`config.mk`:
```
export PLATFORM = sky130hd
export DESIGN_NAME = vga_sync_monitor
export DESIGN_NICKNAME = d
export VERILOG_FILES = /design/src/rtl/vga_sync_monitor.sv
export SDC_FILE = /design/constraint.sdc
export NUM_CORES = 1
export LEC_CHECK = 0
export BUFFER_PORTS_ARGS = -buffer_cell sky130_fd_sc_hd__buf_2
export CAP_MARGIN = 20
export CORE_ASPECT_RATIO = 1.5
export CORE_MARGIN = 1
export CORE_UTILIZATION = 25
export DETAILED_ROUTE_END_ITERATION = 8
export HOLD_SLACK_MARGIN = 0.02
export SLEW_MARGIN = 20
export SYNTH_ARGS = -nofsm -noshare
export SYNTH_HDL_FRONTEND = slang
export SYNTH_SLANG_ARGS = --single-unit
```
`constraint.sdc`:
```
create_clock -name vga_clk -period 5.6 [get_ports vga_clk]
set_input_delay 1.12 -clock vga_clk [delete_from_list [all_inputs] [get_ports vga_clk]]
set_output_delay 1.12 -clock vga_clk [all_outputs]
set_load 0.01 [all_outputs]
```
`src/rtl/vga_sync_monitor.sv`:
```
// Purpose: checks h/v sync, blank_n and RGB against VGA timing, recovers active-area
//          coordinates, declares lock after one clean frame and checksums each locked frame.
// Latency: 2 vga_clk cycles from pins to rx_*/error outputs; there is no backpressure.
module vga_sync_monitor #(
    parameter int H_ACTIVE = 640,
    parameter int H_FP     = 16,
    parameter int H_SYNC   = 96,
    parameter int H_BP     = 48,
    parameter int V_ACTIVE = 480,
    parameter int V_FP     = 10,
    parameter int V_SYNC   = 2,
    parameter int V_BP     = 33,
    parameter int CORDW    = 11
) (
    input  logic             vga_clk,
    input  logic             rst,
    input  logic             h_synch,
    input  logic             v_synch,
    input  logic             blank_n,
    input  logic [7:0]       r_in,
    input  logic [7:0]       g_in,
    input  logic [7:0]       b_in,
    output logic [CORDW-1:0] rx_x,
    output logic [CORDW-1:0] rx_y,
    output logic             rx_de,
    output logic             locked,
    output logic             h_err,
    output logic             v_err,
    output logic             de_err,
    output logic [7:0]       err_cnt,
    output logic [15:0]      frame_cnt,
    output logic [27:0]      frame_sum,
    output logic             frame_sum_vld
);

    localparam int H_TOTAL = H_ACTIVE + H_FP + H_SYNC + H_BP;
    localparam int V_TOTAL = V_ACTIVE + V_FP + V_SYNC + V_BP;

    localparam logic [CORDW-1:0] CNT_MAX = {CORDW{1'b1}};
    localparam logic [CORDW-1:0] H_LAST  = CORDW'(H_TOTAL - 1);
    localparam logic [CORDW-1:0] V_LAST  = CORDW'(V_TOTAL - 1);
    localparam logic [CORDW-1:0] H_TMO   = CORDW'(2 * H_TOTAL);
    localparam logic [CORDW-1:0] V_TMO   = CORDW'(2 * V_TOTAL);
    localparam logic [CORDW-1:0] H_WS    = CORDW'(H_SYNC + H_BP);
    localparam logic [CORDW-1:0] H_WE    = CORDW'(H_SYNC + H_BP + H_ACTIVE - 1);
    localparam logic [CORDW-1:0] V_WS    = CORDW'(V_SYNC + V_BP);
    localparam logic [CORDW-1:0] V_WE    = CORDW'(V_SYNC + V_BP + V_ACTIVE - 1);

    localparam logic [1:0] ST_SEARCH = 2'd0;
    localparam logic [1:0] ST_TRACK  = 2'd1;
    localparam logic [1:0] ST_LOCKED = 2'd2;

    // input sample stage and previous sync levels for edge detection
    logic             s_h_q, s_v_q, s_blank_q, ph_q, pv_q;
    logic [7:0]       s_r_q, s_g_q, s_b_q;

    // timing recovery state
    logic [CORDW-1:0] hcnt_q, hcnt_d, vcnt_q, vcnt_d;
    logic             vs_pend_q, vs_pend_d;
    logic [1:0]       state_q, state_d;
    logic             bad_q, bad_d;
    logic [27:0]      acc_q, acc_d;

    // registered outputs
    logic [CORDW-1:0] rx_x_q, rx_y_q;
    logic             rx_de_q, h_err_q, v_err_q, de_err_q, frame_sum_vld_q;
    logic [7:0]       err_cnt_q, err_cnt_d;
    logic [15:0]      frame_cnt_q, frame_cnt_d;
    logic [27:0]      frame_sum_q;

    // combinational decode of the sampled stream
    logic             hs_edge, vs_edge, vs_apply;
    logic             line_bad, frame_ok, h_tmo, v_tmo, win, is_locked;
    logic             h_err_d, v_err_d, de_err_d, rx_de_d, lost, sum_upd;
    logic [27:0]      pix_sum;

    assign hs_edge   = ph_q & ~s_h_q;
    assign vs_edge   = pv_q & ~s_v_q;
    // a vsync edge in the same cycle as the hsync edge applies to that line
    assign vs_apply  = hs_edge & (vs_pend_q | vs_edge);
    assign line_bad  = hs_edge & (hcnt_q != H_LAST);
    assign frame_ok  = (vcnt_q == V_LAST);
    // hcnt_d/vcnt_d are the position of the pixel currently held in the sample stage
    assign h_tmo     = (hcnt_d == H_TMO);
    assign v_tmo     = (vcnt_d == V_TMO);
    assign win       = (hcnt_d >= H_WS) && (hcnt_d <= H_WE) && (vcnt_d >= V_WS) && (vcnt_d <= V_WE);
    assign is_locked = (state_q == ST_LOCKED);
    assign h_err_d   = is_locked & (line_bad | h_tmo);
    assign v_err_d   = is_locked & ((vs_apply & ~frame_ok) | v_tmo);
    assign de_err_d  = is_locked & (s_blank_q != win);
    assign rx_de_d   = is_locked & win & s_blank_q;
    assign lost      = h_err_d | v_err_d;
    // a frame error on the closing edge suppresses that frame's checksum
    assign sum_upd   = is_locked & vs_apply & frame_ok & ~lost;
    assign pix_sum   = 28'(s_r_q) + 28'(s_g_q) + 28'(s_b_q);

    // register all pins once; edge detection looks only at these copies
    always_ff @(posedge vga_clk or posedge rst) begin
        if (rst) begin
            s_h_q     <= 1'b0;
            s_v_q     <= 1'b0;
            s_blank_q <= 1'b0;
            s_r_q     <= 8'd0;
            s_g_q     <= 8'd0;
            s_b_q     <= 8'd0;
            ph_q      <= 1'b0;
            pv_q      <= 1'b0;
        end else begin
            s_h_q     <= h_synch;
            s_v_q     <= v_synch;
            s_blank_q <= blank_n;
            s_r_q     <= r_in;
            s_g_q     <= g_in;
            s_b_q     <= b_in;
            ph_q      <= s_h_q;
            pv_q      <= s_v_q;
        end
    end

    // pixel/line counters and the pending-vsync flag
    always_comb begin
        hcnt_d    = hcnt_q;
        vcnt_d    = vcnt_q;
        vs_pend_d = vs_pend_q;
        if (hs_edge) begin
            hcnt_d = '0;
        end else if (hcnt_q != CNT_MAX) begin
            hcnt_d = hcnt_q + 1'b1;
        end
        if (vs_apply) begin
            vcnt_d    = '0;
            vs_pend_d = 1'b0;
        end else begin
            if (hs_edge && (vcnt_q != CNT_MAX)) begin
                vcnt_d = vcnt_q + 1'b1;
            end
            if (vs_edge) begin
                vs_pend_d = 1'b1;
            end
        end
    end

    // acquisition FSM: one full tracked frame with clean lines earns lock
    always_comb begin
        state_d = state_q;
        bad_d   = bad_q;
        case (state_q)
            ST_SEARCH: begin
                if (vs_apply) begin
                    state_d = ST_TRACK;
                    bad_d   = 1'b0;
                end
            end
            ST_TRACK: begin
                if (vs_apply) begin
                    if (frame_ok && !bad_q && !line_bad) begin
                        state_d = ST_LOCKED;
                    end
                    bad_d = 1'b0;
                end else if (line_bad) begin
                    bad_d = 1'b1;
                end
            end
            ST_LOCKED: begin
                if (lost) begin
                    state_d = ST_SEARCH;
                end
            end
            default: state_d = ST_SEARCH;
        endcase
    end

    // checksum accumulator and saturating/wrapping statistics counters
    always_comb begin
        acc_d       = acc_q;
        err_cnt_d   = err_cnt_q;
        frame_cnt_d = frame_cnt_q;
        if (lost || vs_apply) begin
            acc_d = 28'd0;
        end else if (rx_de_d) begin
            acc_d = acc_q + pix_sum;
        end
        if ((h_err_d || v_err_d || de_err_d) && (err_cnt_q != 8'hFF)) begin
            err_cnt_d = err_cnt_q + 8'd1;
        end
        if (sum_upd) begin
            frame_cnt_d = frame_cnt_q + 16'd1;
        end
    end

    // state, counters and registered outputs
    always_ff @(posedge vga_clk or posedge rst) begin
        if (rst) begin
            hcnt_q          <= '0;
            vcnt_q          <= '0;
            vs_pend_q       <= 1'b0;
            state_q         <= ST_SEARCH;
            bad_q           <= 1'b0;
            acc_q           <= 28'd0;
            rx_x_q          <= '0;
            rx_y_q          <= '0;
            rx_de_q         <= 1'b0;
            h_err_q         <= 1'b0;
            v_err_q         <= 1'b0;
            de_err_q        <= 1'b0;
            err_cnt_q       <= 8'd0;
            frame_cnt_q     <= 16'd0;
            frame_sum_q     <= 28'd0;
            frame_sum_vld_q <= 1'b0;
        end else begin
            hcnt_q          <= hcnt_d;
            vcnt_q          <= vcnt_d;
            vs_pend_q       <= vs_pend_d;
            state_q         <= state_d;
            bad_q           <= bad_d;
            acc_q           <= acc_d;
            rx_x_q          <= hcnt_d - H_WS;
            rx_y_q          <= vcnt_d - V_WS;
            rx_de_q         <= rx_de_d;
            h_err_q         <= h_err_d;
            v_err_q         <= v_err_d;
            de_err_q        <= de_err_d;
            err_cnt_q       <= err_cnt_d;
            frame_cnt_q     <= frame_cnt_d;
            frame_sum_vld_q <= sum_upd;
            if (sum_upd) begin
                frame_sum_q <= acc_q;
            end
        end
    end

    assign rx_x          = rx_x_q;
    assign rx_y          = rx_y_q;
    assign rx_de         = rx_de_q;
    assign locked        = is_locked;
    assign h_err         = h_err_q;
    assign v_err         = v_err_q;
    assign de_err        = de_err_q;
    assign err_cnt       = err_cnt_q;
    assign frame_cnt     = frame_cnt_q;
    assign frame_sum     = frame_sum_q;
    assign frame_sum_vld = frame_sum_vld_q;

endmodule
```
# Word-level counts from Yosys, hierarchy flattened
# Cells that the tools add are included.
# totals
out_inout_bits	80
inputBits	29
wordCells	108
regBits	162
# op_classes
n_bitwise	21
addsub	9
eq_ne	15
n_lt_le_gt_ge	4
muxes	17
n_reduce_logical	18
# ops
op	count
28-bit 2-to-1 mux	2
11-bit 2-to-1 mux	4
28-bit by 10-bit adder with 28-bit output	1
11-bit by 1-bit adder with 11-bit output, second input constant	2
11-bit equality test, second input constant	2
11-bit by 10-bit less-or-equal comparator with 1-bit output, second input constant	2
11-bit inequality test, second input constant	2
16-bit by 1-bit adder with 16-bit output, second input constant	1
1-bit bitwise AND	13
11-bit by 10-bit equality test with 1-bit output, second input constant	1
11-bit by 6-bit >= comparator with 1-bit output, second input constant	1
11-bit by 8-bit >= comparator with 1-bit output, second input constant	1
11-bit by 10-bit inequality test with 1-bit output, second input constant	1
11-bit by 6-bit subtractor with 11-bit output, second input constant	1
11-bit by 8-bit subtractor with 11-bit output, second input constant	1
9-bit by 8-bit adder with 10-bit output	1
8-bit by 8-bit adder with 9-bit output	1
8-bit by 1-bit adder with 8-bit output, second input constant	1
2-bit 2-to-1 mux	4
8-bit inequality test, second input constant	1
1-bit logical AND	7
2-bit inequality test, second input constant	3
2-bit one-hot mux with 3 select lines	1
2-bit nonzero test	3
14 further kinds	27

# Logic depth before layout (Yosys ltp)
# Gate-level depths: netlist (run 1).
# logic_depth
ltp_word	12
ltp_mapped	18
depth_no_buf	17

# Least setup slack after synthesis (run 1)
# Ideal clock, no wire load.
# synth_path
path_type	flip-flop to flip-flop
startpoint	reg vcnt_q[0]
endpoint	reg err_cnt_q[1], in the netlist err_cnt[1]
synth_period_minus_slack_ns	4.065
setup_slack_ns	1.535
setup_time_ns	0.125
required_ns	5.475
path_stages_with_launch	15
t_arrival_ns	3.941
n_path_buf	1
cell_sequence	dfrtp_1 -> ha_1 -> and4_1 -> buf_2 -> a31oi_1 -> xnor2_1 -> nand2_1 -> inv_1 -> ha_1 -> or4b_1 -> or4_1 -> a32o_2 -> mux2_2 -> a32oi_1 -> mux2_2
# synth_between
elab_chain_cells	11
word_cells_on_any_way	20
classes_between	add/sub (1); order compare (2); eq/ne (4); mux (2); bitwise (5); reduce/logical (6)
# synth_rtl
item	line_no	text
from (decl)	58	logic [CORDW-1:0] hcnt_q, hcnt_d, vcnt_q, vcnt_d;
from (signal assigned)	212	vcnt_q <= vcnt_d;
parallel branches: the longest is 2 deep, another holds 11-bit by 1-bit adder with 11-bit output	-	
11-bit 2-to-1 mux (*)	134	if (hs_edge && (vcnt_q != CNT_MAX)) begin
11-bit 2-to-1 mux (*)	130	if (vs_apply) begin
named net vcnt_d[0]	58	
11-bit by 6-bit >= comparator with 1-bit output	86	assign win = (hcnt_d >= H_WS) && (hcnt_d <= H_WE) && (vcnt_d >= V_WS) && (vcnt_d <= V_WE);
1-bit logical AND (2 in series)	86	
1-bit inequality test	90	assign de_err_d = is_locked & (s_blank_q != win);
1-bit bitwise AND	90	
1-bit logical OR (*)	183	if ((h_err_d || v_err_d || de_err_d) && (err_cnt_q != 8'hFF)) begin
1-bit logical AND (*)	183	
to (signal assigned)	223	err_cnt_q <= err_cnt_d;
to (decl)	67	logic [7:0] err_cnt_q, err_cnt_d;
# Mark *: on every way through the listed nets, which the timed path passes.
# A chain may end at the register's enable or synchronous reset.

# Final worst setup path (run 1)
# Ends and elaborated chain as after synthesis.

==> results of run 1 <==
[critical path, stage by stage, from the launching register on]
cell and delay (ns):
dfrtp_1 0.43, ha_1 0.27, and4_1 0.28, a31oi_1 0.32, mux2i_1 0.18, nor2_1 0.19
ha_1 0.33, or4b_1 0.45, or4_1 0.43, a32o_2 0.35, mux2_2 0.32, a32oi_1 0.43
mux2_2 0.39
[per-layer routing]
metal,up-vias,GRT usage,share of wire
met3,28,0.0225,0.024
met4,0,0.0611,0.029
li1,2740,-,-
met1,2827,0.140,0.39
met2,104,0.238,0.55
met5,-,0,0
[stage by stage]
stage,utilization,total power [mW],area [um^2]
finish,0.307,3.00,9480
global route,0.307,3.16,9480
CTS,0.307,3.05,9480
detailed placement,0.285,1.69,8810
global placement,0.285,1.69,8810
floorplan,-,1.56,7840
[kinds of logic (layout without fill, tap and decap cells)]
group / count (synthesis) / after routing
compound gates: 114 / 114
buf+inv: 90 / 206
fa+ha+maj: 37 / 37
flops: 158 / 158
simple gates: 233 / 233
mux: 46 / 46
xor+xnor: 51 / 51
[worst min path at each step]
stage / to
6_report: pv_q
5_1_grt: pv_q
4_1_cts: pv_q
3_5_place_dp: pv_q
3_3_place_gp: pv_q
2_1_floorplan: pv_q
[Yosys cell counts (9+ instances only)]
cell and n:
dfrtp_1 158, nor2_1 62, inv_1 59, nand2_1 41
mux2_2 33, xnor2_1 33, o21ai_0 29, a21oi_1 26
nand3_1 26, ha_1 21, and3_1 19, nand4_1 18
xor2_1 18, clkbuf_1 17, fa_1 16, mux2i_1 13
nor3_1 10, or3_1 10, a31oi_1 9
[state kept, by name, indices dropped and copies added (netlist names), 2 cells and up]
name	cells
frame_cnt	16
err_cnt	8
acc_q	28
s_r_q	8
rx_y	11
s_g_q	8
rx_x	11
vcnt_q	11
frame_sum	28
s_b_q	8
state_q	2
hcnt_q	7
[power groups by stage]
stage	Clock [mW]	Sequential (mW)	Combinational, mW
5_1_grt	1.43	1.26	0.472
3_3_place_gp	0	1.27	0.420
2_1_floorplan	0	1.26	0.294
6_report	1.34	1.25	0.408
3_5_place_dp	0	1.27	0.419
4_1_cts	1.38	1.25	0.421
[layout make-up]
| class | count | area [um^2] | share of cell area |
|---|---|---|---|
| clock buffers | 20 | 447 | 0.0471 |
| multi-input cells | 481 | 3510 | 0.370 |
| well taps | 405 | 507 | 0.0534 |
| repair buffers | 115 | 606 | 0.0639 |
| clock inverters | 12 | 231 | 0.0244 |
| inverters | 59 | 226 | 0.0239 |
| flip-flops and latches | 158 | 3950 | 0.417 |
==> metrics.txt, run 1 <==
worst path required time=5.92 ns; leading cell type in the layout, fill and taps excluded=dfrtp_1; PortBufs=108; post-synth top area share=0.504; HP Start=s_v_q; Initial DRC Count=322; Filler cells=3165; Pwr Density=approximately 320 mW/mm^2; reg2reg setup slack=1.12 ns; TritonCTS clock tree=built; H-tree levels=4; Synth Area in XOR/XNOR=0.0570; CTS Sinks=158; worst clock skew=0.00908 ns; dpl cells=1218; Layout area overhead=21.0%; synth warn=0; Worst-path clk slew=about 0.070 ns; Post-Syn Nets=795; cts bufs inserted=17; initial antenna violation count=0; cell-internal power=2.21 mW; Post-CTS Setup Inserts=0; Worst setup startpoint=vcnt_q[0]; hold path depth=0; Final Max Tran Viols=0; Final HPWL DP=14.5 mm; f_max=about 0.22 GHz; worst min path class=flop to flop; # rows=79; final worst slack=1.12 ns; RR Endpoint=err_cnt[1]; WL final=19.3 mm; crit share post-route=0.801; WS Path Type=flop to flop; main combinational cell family by area after synthesis=simple AND/OR/NAND/NOR gates; FF-to-FF Start=vcnt_q[0]; number of synthesized flops with an enable pin=0; mapped cell area=0.00784 mm^2; Leakage=4.54 nW; Adder-Cell Fraction of Synth Area=0.0744; Seq/Total Area, Yosys=0.504; Synth Instances=729; worst-skew pair later-pin latency=0.43 ns; Startpoint Class=flop; synth unique cells=60; final hold vios=0; #FFs+latches synth=approximately 160; switching power=0.784 mW; first-pass GRT wire length=31.6 mm; via/cell ratio=approximately 4.6; remaining routing DRC violations=0; Worst EP arrival=between 4 and 5 ns; syn_area_per_cell=between 10 and 15 um^2; mux contribution to synthesized area=0.0640; clock power share=0.446; grt total ovfl=0; Net Sw Frac=0.262; Initial Utilization=0.253; post-synthesis compound-gate area fraction=0.0970; CTS Buffer Depth=2; run status=completed; hold_ws=approximately 0.38 ns; final net count=898; Setup crit end kind=flop; post-synth top area cell=dfrtp_1; setup TNS=0 ns; commonest non-fill, non-tap cells in the layout=158 x dfrtp_1, 108 x buf_2, 62 x nor2_1; RSZ-0062 raised after global routing=false; pin count of the biggest net entering global routing=89; Synth area leaders=dfrtp_1 50%, mux2_2 4.7%, fa_1 4.1%, xnor2_1 3.7%, ha_1 3.4%; Vias=5699; Total Routing Usage GR=0.128; Root Buffer=clkbuf_16; drt wl/cell=15.5 um; CTS Hold Bufs=0; die width=147 um; Setup WS pre-CTS=1.09 ns; Worst-Margin Slew=0.850 ns; Simple-Gate Fraction of Synth Area=0.156; Tmin final=4.48 ns; die area=between 0.03 and 0.04 mm^2; Max FO, Critical Path=6; part of the power in registers=0.418; Slew HR=0.434; vias in the first global route=between 5000 and 6000; Pre-Repair DR Iteration Count=4; ys flop type=dfrtp_1; worst r2r path cells=12; Ports=109; final setup violation count=0; worst vdd ir=roughly 0.15 mV; antenna viol nets, final=0; Max Cap Violations=0; core footprint=0.0309 mm^2; antenna cells=0; Post-Layout Cell Count=between 1000 and 1500; post-cts repair resize count=0; Comb pwr share=0.136; asr flop ratio synth=1.00; die height=219 um; Final GP Congestion=0.855; end of the critical path=err_cnt[1]; share of layout cells above drive strength 1=0.227
No activity file was read; power rests on OpenSTA's default activity.
==> run 2: changes to the inputs <==
==> constraint.sdc (replaced) <==
create_clock -name vga_clk -period 4.4 [get_ports vga_clk]
set_input_delay 0.88 -clock vga_clk [delete_from_list [all_inputs] [get_ports vga_clk]]
set_output_delay 0.88 -clock vga_clk [all_outputs]
set_load 0.01 [all_outputs]
==> metrics.txt, run 2 (same netlist as run 1, synthesis figures left out) <==
run status=completed (unchanged); post-layout util=0.310 (was 0.307); GRT Max-Usage Layer=met2 (unchanged); hold path depth=0 (unchanged); M1 GR Usage=0.141 (was 0.140); Comb pwr share=0.150 (was 0.136); die width=147 um (unchanged); remaining routing DRC violations=0 (unchanged); Worst-Margin Slew=0.870 ns (was 0.850 ns); Net Sw Frac=0.286 (was 0.262); die area=0.0321 mm^2 (unchanged); drt wl/cell=15.8 um (was 15.5 um); placed instance area=0.00898 mm^2 (was 0.00881 mm^2); FF-to-FF Start=vcnt_q[0] (unchanged); Startpoint Class=flop (unchanged); worst vdd ir=0.208 mV (was 0.151 mV); Worst EP arrival=4.52 ns (was 4.80 ns); Worst-path clk slew=0.07 ns (about the same); switching power=1.04 mW (was 0.784 mW); CTS Buffer Depth=2 (unchanged); grt total ovfl=0 (unchanged); Setup crit end kind=flop (unchanged); WL final=20.1 mm (was 19.3 mm); Initial DRC Count=221 (was 322); H-tree levels=4 (unchanged); Total Routing Usage GR=0.133 (was 0.128); Initial Utilization=0.253 (unchanged); met3 Resource Use GR=0.0256 (was 0.0225); WS Path Type=flop to flop (unchanged); Slowest cell on crit path=or4_1 (was or4b_1); initial antenna violation count=0 (unchanged); part of the power in registers=0.436 (was 0.418); worst r2r path cells=14 (was 12); first-pass GRT wire length=32.8 mm (was 31.6 mm); PortBufs=108 (unchanged); reg2reg setup slack=0.26 ns (was 1.12 ns); commonest non-fill, non-tap cells in the layout=158 x dfrtp_1, 108 x buf_2, 61 x nor2_1 (was 158 x dfrtp_1, 108 x buf_2, 62 x nor2_1); vias in the first global route=6075 (was 5750); Cell Chain, Critical Path=ha_1 > and4_1 > a31oi_2 > xnor2_1 > nand2_1 > inv_1 > ha_1 > or4b_1 > or4_1 > a32o_2 > nor3_4 > o211ai_4 > or4_1 > nand2_1 (was ha_1 > and4_1 > a31oi_1 > mux2i_1 > nor2_1 > ha_1 > or4b_1 > or4_1 > a32o_2 > mux2_2 > a32oi_1 > mux2_2); final net count=921 (was 898); WHS Endpoint=pv_q (unchanged); worst min path class=flop to flop (unchanged); via/cell ratio=4.62 (was 4.56); leading cell type in the layout, fill and taps excluded=dfrtp_1 (unchanged); worst clock skew=0.0121 ns (was 0.00908 ns); Ports=109 (unchanged); core footprint=0.0309 mm^2 (unchanged); Final HPWL DP=15.0 mm (was 14.5 mm); cell-internal power=2.59 mW (was 2.21 mW); CTS Hold Bufs=0 (unchanged); worst-skew pair later-pin latency=0.44 ns (was 0.43 ns); final instance area=0.00959 mm^2 (was 0.00948 mm^2); Layout area overhead=22.3% (was 21.0%); Crit path largest cell delay=0.52 ns (was 0.45 ns); clock power share=0.414 (was 0.446); Vias=5879 (was 5699); HP Start=s_v_q (unchanged); Pwr Density=378 mW/mm^2 (was 316 mW/mm^2); setup TNS=0 ns (unchanged); TritonCTS clock tree=built (unchanged); M2 GR Usage=0.247 (was 0.238); worst path required time=4.78 ns (was 5.92 ns); Max Cap Violations=0 (unchanged); Final GP Congestion=0.902 (was 0.855); die height=219 um (unchanged); Root Buffer=clkbuf_16 (unchanged); Tmin final=4.14 ns (was 4.48 ns); Final Max Tran Viols=0 (unchanged); # rows=79 (unchanged); pin count of the biggest net entering global routing=68 (was 89); Leakage=4.60 nW (was 4.54 nW); antenna cells=0 (unchanged); Max FO, Critical Path=17 (was 6); antenna viol nets, final=0 (unchanged); cts bufs inserted=17 (unchanged); crit share post-route=0.940 (was 0.801); Slew HR=0.419 (was 0.434); final hold vios=0 (unchanged); share of layout cells above drive strength 1=0.252 (was 0.227); RR Endpoint=acc_q[21] (was err_cnt[1]); RSZ-0062 raised after global routing=false (unchanged); f_max=0.242 GHz (was 0.223 GHz); Pre-Repair DR Iteration Count=7 (was 4); final setup violation count=0 (unchanged); CTS Sinks=158 (unchanged)
[run 2: cell types whose count changed in the layout (fill, tap and decap cells not counted), moves of 2 or more]
| cell | before | now |
|---|---|---|
| buf_4 | 6 | 28 |
| bufinv_16 | 6 | 2 |
| clkinvlp_4 | 1 | 6 |
| a21boi_1 | 0 | 2 |
| a21boi_0 | 2 | 0 |
[run 2: what timing repair did]
action                                 CTS  global route
resized for setup                        0             5
buffers inserted                         0             1
setup endpoints to repair                0            12
endpoints found under the hold margin    0             0
[run 2: final cells by class]
class                   instances  area [um^2]
clock buffers                  18          429
clock inverters                14          158
fillers                      3243        21300
inverters                      59          225
multi-input cells             481         3530
flip-flops and latches        158         3950
well taps                     405          507
repair buffers                138          791
[run 2: worst max path at each step]
| stage | depth (start not counted) | startpoint | slack, ns | end |
|---|---|---|---|---|
| floorplan | 14 | vcnt_q[0] | 0.33 | err_cnt[1] |
| global placement | 17 | s_r_q[1] | 0.25 | acc_q[21] |
| detailed placement | 17 | s_r_q[1] | 0.18 | acc_q[21] |
| CTS | 17 | s_r_q[1] | 0.15 | acc_q[21] |
| global route | 13 | vcnt_q[0] | 0.04 | acc_q[21] |
| finish | 14 | vcnt_q[0] | 0.26 | acc_q[21] |
[run 2: layer usage]
| layer | vias up | wire, um |
|---|---|---|
| met3 | 43 | 635 |
| met2 | 141 | 11000 |
| met1 | 2919 | 7800 |
| li1 | 2776 | - |
| met4 | 0 | 637 |
| met5 | - | 0 |
[run 2: power by group through the flow]
stage               Clock (mW)  Sequential (mW)  Combinational [mW]
floorplan                    0             1.61               0.374
global route              1.61             1.59               0.620
detailed placement           0             1.61               0.551
finish                    1.50             1.58               0.543
global placement             0             1.61               0.546
CTS                       1.56             1.58               0.556
[run 2: stage by stage]
step / setup WS [ns] / total power, mW / hold WS [ns] / std cells
floorplan: 0.335 / 1.98 / 0.354 / 729
global placement: 0.251 / 2.15 / 0.367 / 1240
detailed placement: 0.183 / 2.16 / 0.369 / 1240
CTS: 0.155 / 3.70 / 0.386 / 1272
global route: 0.0369 / 3.83 / 0.406 / 1273
finish: 0.264 / 3.63 / 0.383 / 1273
[run 2: critical path, delay by kind of cell, from the launching register on]
kind | cells | cell delay (ns)
simple gates | 7 | 2.13
fa+ha+maj | 2 | 0.43
compound gates | 3 | 0.83
xor+xnor | 1 | 0.15
buf+inv | 1 | 0.10
flops | 1 | 0.44
==> run 3: changes to the inputs <==
==> constraint.sdc (replaced) <==
create_clock -name vga_clk -period 4.8 [get_ports vga_clk]
set_input_delay 0.96 -clock vga_clk [delete_from_list [all_inputs] [get_ports vga_clk]]
set_output_delay 0.96 -clock vga_clk [all_outputs]
set_load 0.01 [all_outputs]
==> metrics.txt, run 3 (same netlist as run 1, synthesis figures left out) <==
WL final=19.4 mm (was 20.1 mm); Final GP Congestion=0.884 (was 0.902); Initial DRC Count=204 (was 221); f_max=0.226 GHz (was 0.242 GHz); Ports=109 (unchanged); cts bufs inserted=17 (unchanged); final hold vios=0 (unchanged); die area=0.0321 mm^2 (unchanged); die width=147 um (unchanged); RSZ-0062 raised after global routing=false (unchanged); hold path depth=0 (unchanged); Setup WS pre-CTS=0.373 ns (was 0.183 ns); Layout area overhead=21.0% (was 22.3%); Slew HR=0.415 (was 0.419); final worst slack=0.368 ns (was 0.264 ns); worst clock skew=0.0119 ns (was 0.0121 ns); Startpoint Class=flop (unchanged); Setup crit end kind=flop (unchanged); Root Buffer=clkbuf_16 (unchanged); worst-skew pair later-pin latency=0.44 ns (about the same); first-pass GRT wire length=31.4 mm (was 32.8 mm); Cell Chain, Critical Path=ha_1 > and4_1 > a31oi_1 > xnor2_1 > nand2_1 > inv_1 > ha_1 > or4b_1 > or4_1 > a32o_2 > buf_4 > nor3_4 > o211ai_4 > or4_1 > nand2_1 (was ha_1 > and4_1 > a31oi_2 > xnor2_1 > nand2_1 > inv_1 > ha_1 > or4b_1 > or4_1 > a32o_2 > nor3_4 > o211ai_4 > or4_1 > nand2_1); Worst setup startpoint=vcnt_q[0] (unchanged); Post-Layout Cell Count=1262 (was 1273); Post-CTS Setup Inserts=0 (unchanged); Max Cap Violations=0 (unchanged); Pwr Density=349 mW/mm^2 (was 378 mW/mm^2); Worst-Margin Slew=0.877 ns (was 0.870 ns); PortBufs=108 (unchanged); via/cell ratio=4.57 (was 4.62); TritonCTS clock tree=built (unchanged); remaining routing DRC violations=0 (unchanged); Slowest cell on crit path=or4_1 (unchanged); antenna cells=0 (unchanged); initial antenna violation count=0 (unchanged); WS Path Type=flop to flop (unchanged); CTS Hold Bufs=0 (unchanged); final setup violation count=0 (unchanged); worst r2r path cells=15 (was 14); leading cell type in the layout, fill and taps excluded=dfrtp_1 (unchanged); FF-to-FF Start=vcnt_q[0] (unchanged); cell family with most CP delay=simple AND/OR/NAND/NOR gates (unchanged); core footprint=0.0309 mm^2 (unchanged); die height=219 um (unchanged); antenna viol nets, final=0 (unchanged); H-tree levels=4 (unchanged); worst path required time=5.18 ns (was 4.78 ns); worst min path class=flop to flop (unchanged); Tmin final=4.43 ns (was 4.14 ns); grt total ovfl=0 (unchanged); CTS Buffer Depth=2 (unchanged); Total Routing Usage GR=0.126 (was 0.133); worst vdd ir=0.199 mV (was 0.208 mV); Worst-path clk slew=0.08 ns (was 0.07 ns); drt wl/cell=15.4 um (was 15.8 um); setup TNS=0 ns (unchanged); post-layout util=0.307 (was 0.310); WHS Endpoint=pv_q (unchanged); share of layout cells above drive strength 1=0.240 (was 0.252); Final Max Tran Viols=0 (unchanged); total chip power=3.31 mW (was 3.63 mW); reg2reg setup slack=0.37 ns (was 0.26 ns); CTS Sinks=158 (unchanged); Final HPWL DP=14.4 mm (was 15.0 mm); Worst EP arrival=4.81 ns (was 4.52 ns); crit share post-route=0.923 (was 0.940); Crit path largest cell delay=0.51 ns (was 0.52 ns); final net count=910 (was 921); critical path buffer and inverter count=2 (was 1); Initial Utilization=0.253 (unchanged); Pre-Repair DR Iteration Count=4 (was 7); run status=completed (unchanged); multi-input logic area=0.00351 mm^2 (was 0.00353 mm^2); HP Start=s_v_q (unchanged); Filler cells=3226 (was 3243); register area=0.00395 mm^2 (unchanged); vias in the first global route=5882 (was 6075); # rows=79 (unchanged); Leakage=4.55 nW (was 4.60 nW); commonest non-fill, non-tap cells in the layout=158 x dfrtp_1, 108 x buf_2, 62 x nor2_1 (was 158 x dfrtp_1, 108 x buf_2, 61 x nor2_1); RR Endpoint=acc_q[21] (unchanged); post-cts repair resize count=0 (unchanged); pin count of the biggest net entering global routing=159 (was 68); dpl cells=1230 (was 1240); Max FO, Critical Path=17 (unchanged); Vias=5766 (was 5879)
==> run 3: worst max path at each step <==
stage,endpoint,slack (ns),cells after the start
finish,acc_q[21],0.37,15
global route,acc_q[25],0.05,14
floorplan,err_cnt[1],0.73,14
detailed placement,acc_q[21],0.37,14
CTS,acc_q[21],0.34,15
global placement,acc_q[21],0.42,15
==> run 3: per-stage QoR <==
stage               area [um^2]  hold WS (ns)
floorplan                  7850         0.354
global placement           8890         0.366
detailed placement         8890         0.379
CTS                        9490         0.395
global route               9490         0.411
finish                     9490         0.389
==> run 3: cell type report <==
cell class | count | area share
clock buffer | 17 | 0.0448
sequential | 158 | 0.417
inverter | 59 | 0.0237
tap | 405 | 0.0534
timing repair buffer | 127 | 0.0733
clock inverter | 15 | 0.0178
multi-input combinational | 481 | 0.370
==> run 3: report_power, final <==
part           internal, mW  switching (mW)  total (mW)  leakage, nW
combinational         0.194           0.287       0.480         2.22
clock                 0.743           0.632        1.38        0.284
sequential             1.39          0.0619        1.46         2.05
total                  2.33           0.981        3.31         4.55
==> run 3: metal layers <==
| metal | track usage | routed length, um |
|---|---|---|
| met2 | 0.227 | 10400 |
| met4 | 0.0622 | 676 |
| met3 | 0.0277 | 653 |
| met1 | 0.139 | 7700 |
| met5 | 0 | 0 |
